[src/rtl/cpu_pkg.sv]
// Shared CPU definitions: default datapath widths and the MEM-stage FSM encoding.
package cpu_pkg;
    localparam int DW_DEF = 16;
    localparam int RW_DEF = 4;

    typedef enum logic {
        IDLE   = 1'b0,
        ACCESS = 1'b1
    } mem_state_e;
endpackage

[src/rtl/exmem_pipe_reg.sv]
// EX/MEM pipeline register: captures the EX outputs when enabled, turning invalid slots into bubbles.
module exmem_pipe_reg
    import cpu_pkg::*;
#(
    parameter int DW = DW_DEF,
    parameter int RW = RW_DEF
) (
    input  logic          clk,
    input  logic          rst_n,
    input  logic          en,
    input  logic          ex_valid,
    input  logic [DW-1:0] ex_alu_out,
    input  logic [DW-1:0] ex_store_data,
    input  logic          ex_mem_read,
    input  logic          ex_mem_write,
    input  logic          ex_reg_write,
    input  logic [RW-1:0] ex_rd,
    output logic          q_valid,
    output logic [DW-1:0] q_alu,
    output logic [DW-1:0] q_sdata,
    output logic          q_mem_read,
    output logic          q_mem_write,
    output logic          q_reg_write,
    output logic [RW-1:0] q_rd
);
    always_ff @(posedge clk or negedge rst_n) begin
        if (!rst_n) begin
            q_valid     <= 1'b0;
            q_alu       <= '0;
            q_sdata     <= '0;
            q_mem_read  <= 1'b0;
            q_mem_write <= 1'b0;
            q_reg_write <= 1'b0;
            q_rd        <= '0;
        end else if (en) begin
            q_valid     <= ex_valid;
            q_alu       <= ex_alu_out;
            q_sdata     <= ex_store_data;
            q_mem_read  <= ex_valid & ex_mem_read;
            q_mem_write <= ex_valid & ex_mem_write;
            // R0 is hardwired, so a write to it is dropped here once for all consumers
            q_reg_write <= ex_valid & ex_reg_write & (ex_rd != '0);
            q_rd        <= ex_rd;
        end
    end
endmodule

[src/rtl/mem_access_stage.sv]
// MEM pipeline stage: EX/MEM register, blocking data-memory handshake FSM and MEM/WB register.
module mem_access_stage
    import cpu_pkg::*;
#(
    parameter int DW = DW_DEF,
    parameter int RW = RW_DEF
) (
    input  logic          clk,
    input  logic          rst_n,
    input  logic          ex_valid,
    input  logic [DW-1:0] ex_alu_out,
    input  logic [DW-1:0] ex_store_data,
    input  logic          ex_mem_read,
    input  logic          ex_mem_write,
    input  logic          ex_reg_write,
    input  logic [RW-1:0] ex_rd,
    output logic          stall_out,
    output logic [DW-1:0] mem_faddress,
    output logic [RW-1:0] mem_rd,
    output logic          mem_reg_write,
    output logic          dmem_req,
    output logic          dmem_we,
    output logic [DW-1:0] dmem_addr,
    output logic [DW-1:0] dmem_wdata,
    input  logic          dmem_ack,
    input  logic [DW-1:0] dmem_rdata,
    output logic          wb_valid,
    output logic          wb_reg_write,
    output logic [DW-1:0] wb_data,
    output logic [RW-1:0] wb_rd
);
    mem_state_e    state, state_nxt;
    logic          m_valid, m_mem_read, m_mem_write;
    logic [DW-1:0] m_alu, m_sdata;
    logic          m_is_load, m_is_mem;
    logic          wb_valid_nxt, wb_rw_nxt;
    logic [DW-1:0] wb_data_nxt;

    exmem_pipe_reg #(.DW(DW), .RW(RW)) u_exmem (
        .clk          (clk),
        .rst_n        (rst_n),
        .en           (~stall_out),
        .ex_valid     (ex_valid),
        .ex_alu_out   (ex_alu_out),
        .ex_store_data(ex_store_data),
        .ex_mem_read  (ex_mem_read),
        .ex_mem_write (ex_mem_write),
        .ex_reg_write (ex_reg_write),
        .ex_rd        (ex_rd),
        .q_valid      (m_valid),
        .q_alu        (m_alu),
        .q_sdata      (m_sdata),
        .q_mem_read   (m_mem_read),
        .q_mem_write  (m_mem_write),
        .q_reg_write  (mem_reg_write),
        .q_rd         (mem_rd)
    );

    // Store wins when both read and write are flagged
    assign m_is_load = m_mem_read & ~m_mem_write;
    assign m_is_mem  = m_mem_read | m_mem_write;

    assign stall_out    = (state == ACCESS);
    assign mem_faddress = m_alu;
    assign dmem_req     = (state == ACCESS);
    assign dmem_we      = m_mem_write;
    assign dmem_addr    = m_alu;
    assign dmem_wdata   = m_sdata;

    always_ff @(posedge clk or negedge rst_n) begin
        if (!rst_n) state <= IDLE;
        else        state <= state_nxt;
    end

    always_comb begin
        state_nxt    = state;
        wb_valid_nxt = 1'b0;
        wb_rw_nxt    = 1'b0;
        wb_data_nxt  = m_alu;
        case (state)
            IDLE: begin
                // Decide on the entry being captured this edge, not the one already held
                if (ex_valid && (ex_mem_read || ex_mem_write)) state_nxt = ACCESS;
                // A completed memory op lingers one IDLE cycle in EX/MEM; keep it out of WB
                wb_valid_nxt = m_valid & ~m_is_mem;
                wb_rw_nxt    = mem_reg_write & ~m_is_mem;
            end
            ACCESS: begin
                if (dmem_ack) begin
                    state_nxt    = IDLE;
                    wb_valid_nxt = 1'b1;
                    wb_rw_nxt    = m_is_load & mem_reg_write;
                    if (m_is_load) wb_data_nxt = dmem_rdata;
                end
            end
            default: state_nxt = IDLE;
        endcase
    end

    always_ff @(posedge clk or negedge rst_n) begin
        if (!rst_n) begin
            wb_valid     <= 1'b0;
            wb_reg_write <= 1'b0;
            wb_data      <= '0;
            wb_rd        <= '0;
        end else begin
            wb_valid     <= wb_valid_nxt;
            wb_reg_write <= wb_rw_nxt;
            wb_data      <= wb_data_nxt;
            wb_rd        <= mem_rd;
        end
    end
endmodule

[config.mk]
export PLATFORM = sky130hd
export DESIGN_NAME = mem_access_stage
export DESIGN_NICKNAME = d
export VERILOG_FILES = /design/src/rtl/cpu_pkg.sv /design/src/rtl/exmem_pipe_reg.sv /design/src/rtl/mem_access_stage.sv
export SDC_FILE = /design/constraint.sdc
export NUM_CORES = 1
export LEC_CHECK = 0
export ABC_AREA = 0
export CAP_MARGIN = 20
export CORE_MARGIN = 2
export CORE_UTILIZATION = 40
export CTS_CLUSTER_SIZE = 30
export DETAILED_ROUTE_END_ITERATION = 8
export DONT_BUFFER_PORTS = 1
export SKIP_LAST_GASP = 1
export SLEW_MARGIN = 20
export SYNTH_ARGS = -nofsm -noshare
export SYNTH_HDL_FRONTEND = slang
export SYNTH_SLANG_ARGS = --single-unit
[constraint.sdc]
create_clock -name clk -period 1.09 [get_ports clk]
set_input_delay 0.1635 -clock clk [delete_from_list [all_inputs] [get_ports clk]]
set_output_delay 0.1635 -clock clk [all_outputs]
set_load 0.01 [all_outputs]
==> flow_metrics.tcl <==
set metrics [dict create \
    drt_iter0_markers 36 \
    cts_buffers 9 \
    synth_top_family_by_area "multiplexers" \
    cp_max_fo 5 \
    yosysWarnings 0 \
    ys_ff_latch 63 \
    synth_cell_types 19 \
    slew_viol_final 0 \
    end_kind "flop" \
    vdd_drop_max_mv 0.983 \
    synthSimpleGateAreaFrac_pct 2.90 \
    violations "negative hold slack, negative setup slack" \
    overflow 0 \
    period_share_pct 109 \
    p_clk_share_pct 30.5 \
    synth_xor_area_share_pct 0 \
    status "finished with violations" \
    clock_sinks 63 \
    avgSynthCellArea_sq_um 16.0 \
    drc 0 \
    rows 28 \
    tightest_slew_ps 277 \
    final_common_cell "dfrtp_1" \
    fin_util_pct 59.1 \
    nets 280 \
    hold_buffers 57 \
    dieArea_sq_um 6900 \
    setup_ws_ps -101 \
    combPwrFrac_pct 18.1 \
    cp.required_ps 1300 \
    p_int_uw 4480 \
    pre_cts_slack_ps -139 \
    fin_tns_setup_ps -3570 \
    hold_viol 63 \
    syn-num-nets 215 \
    place_congestion 0.711 \
    worstSetupStartpointType "flop" \
    track_usage_pct 16.7 \
    critPathKind "reg -> reg" \
    p_sw_share_pct 26.9 \
    maxCapViolCount 0 \
    hold-worst-slack_ps -479 \
    grt_pass1_wl_um 8840 \
    ant_nets 0 \
    max_stage_delay_ps 450 \
    port_buffers 0 \
    insertion_delay_ps 330 \
    path_clk_slew_ps 70 \
    finalPower_uw 6130 \
    synth_compound_area_share_pct 1.85 \
    antenna_found_initial 0 \
    n_antenna_cell 0 \
    critPathSlowestCell "dfrtp_2" \
    clk_path_buf_depth 2 \
    final.min_clock_period_ps 1190 \
    arrival_ps 1400 \
    final_cell_mix "62 x dfrtp_1, 57 x dlygate4sd3_1, 45 x mux2_4" \
    root_buffer "clkbuf_8" \
    relSlewSlack_pct 81.5 \
    finalSetupViolCount 54 \
    synthMuxAreaShare_pct 25.3 \
    wl_um 5690 \
    vias 1502 \
    synthCells 156 \
    dpl.hpwl_um 3330 \
    io_pins 137 \
    hold_class "in -> async" \
    synth-adder-area-share_pct 0 \
    ys_seq_area_share_pct 63.0 \
    power_density_nw_per_um2 1730 \
    max_freq_mhz 840 \
    rsz0062_at_grt "true" \
    grt_pass1_vias 1737 \
    final_layout_size_suffix_gt1_share_pct 40.4 \
    switching_power_uw 1650 \
    vias_per_cell 5.01 \
    first_pass_iters 4 \
    crit_path_cell_trace "nand4b_4 > buf_4 > mux2_2" \
    die_w_um 83.1 \
    initial_utilization_pct 41.8 \
    grt_max_degree 64 \
    area_growth_pct 41.4 \
    cts_max_level 3 \
    final.setup_skew_ps 9.72 \
    core-area_sq_um 5990 \
    die_y_um 83.1 \
    seq_power_share_pct 51.4 \
    cts_tree "done" \
    wl_per_cell_um 19.0 \
    power_leakage_uw 0.00166 \
    netlist_area_sq_um 2500 \
]
## synth_stat cells
library cell / number / area, sq um
a21o_1: 1 / 7.51
a21oi_1: 1 / 5.00
a22o_1: 1 / 8.76
a32o_1: 1 / 10.0
buf_2: 1 / 5.00
buf_4: 21 / 158
buf_6: 1 / 11.3
dfrtp_1: 63 / 1580
mux2_2: 42 / 473
mux2_4: 10 / 150
mux2i_1: 1 / 10.0
nand2_1: 3 / 11.3
nand2b_1: 2 / 12.5
nand3_1: 1 / 5.00
nand4b_4: 1 / 23.8
nor2b_1: 1 / 6.26
o21ai_0: 3 / 15.0
or2_2: 1 / 6.26
or4_1: 1 / 7.51
## worst max-delay path: cells and delay by family, from the launching register on
family	cells	cell delay (ps)
DFF	1	450
buffers and inverters	1	160
and+or+nand+nor	1	130
muxes	1	330
## logic make-up (layout without fill, tap and decap cells)
kind of cell / count (synthesis) / count (layout)
AOI/OAI and AO/OA: 7 / 7
buffers and inverters: 23 / 92
DFF: 63 / 63
muxes: 53 / 53
and+or+nand+nor: 10 / 10
## final timing paths
check | depth (start not counted) | slack, ps | to | from
max in group asynchronous | 0 | 1470 | dmem_req$_DFF_PN0_ | rst_n
hold reg to reg | 0 | 480 | wb_rd[3]$_DFF_PN0_ | u_exmem.q_rd[3]$_DFFE_PN0N_
min in group clk | 2 | 40 | dmem_req$_DFF_PN0_ | ex_valid
setup reg to reg | 3 | -100 | wb_data[3]$_DFF_PN0_ | dmem_req$_DFF_PN0_
setup / recovery | 3 | -100 | wb_data[3]$_DFF_PN0_ | dmem_req$_DFF_PN0_
hold / removal | 0 | -480 | wb_data[7]$_DFF_PN0_ | rst_n
## routing by layer
layer	vias to the layer above	GRT usage, %	part of all wire, %
li1	651	-	-
met1	752	16.4	37
met2	89	29.3	54
met3	10	7.65	7.4
met4	0	8.35	1.8
met5	-	0	0
## metrics by stage
stage | area, sq um | cells
4_1_cts | 3450 | 296
2_1_floorplan | 2650 | 156
5_1_grt | 3540 | 300
3_5_place_dp | 2680 | 223
6_report | 3540 | 300
3_3_place_gp | 2680 | 223
## registers in the layout, summed over array words and instances (netlist names), 4 cells and up
| register | flops |
|---|---|
| u_exmem.q_alu | 16 |
| u_exmem.q_sdata | 16 |
| wb_data | 16 |
| u_exmem.q_rd | 4 |
| wb_rd | 4 |
## layout make-up
cell class,instances,area [sq um]
sequential,63,1580
clock buffer,10,128
clock inverter,5,50.0
fill,450,2450
timing repair buffer,77,793
multi-input combinational,70,897
tap,75,93.8
## power groups by stage
stage                     Clock [uW]  Combinational [uW]  Sequential, uW
after floorplan                    0                 824            3100
after global placement             0                 798            3180
after detailed placement           0                 829            3190
after CTS                       1920                1020            3150
after global routing            2050                1180            3200
final                           1870                1110            3150
## what timing repair did
item,in CTS,in global routing
setup endpoints to repair,51,68
resized for setup,5,11
buffers inserted,1,3
cloned,0,1
pin swaps,1,0
endpoints found under the hold margin,121,63
Note: power is estimated with default switching activity, not from simulation.
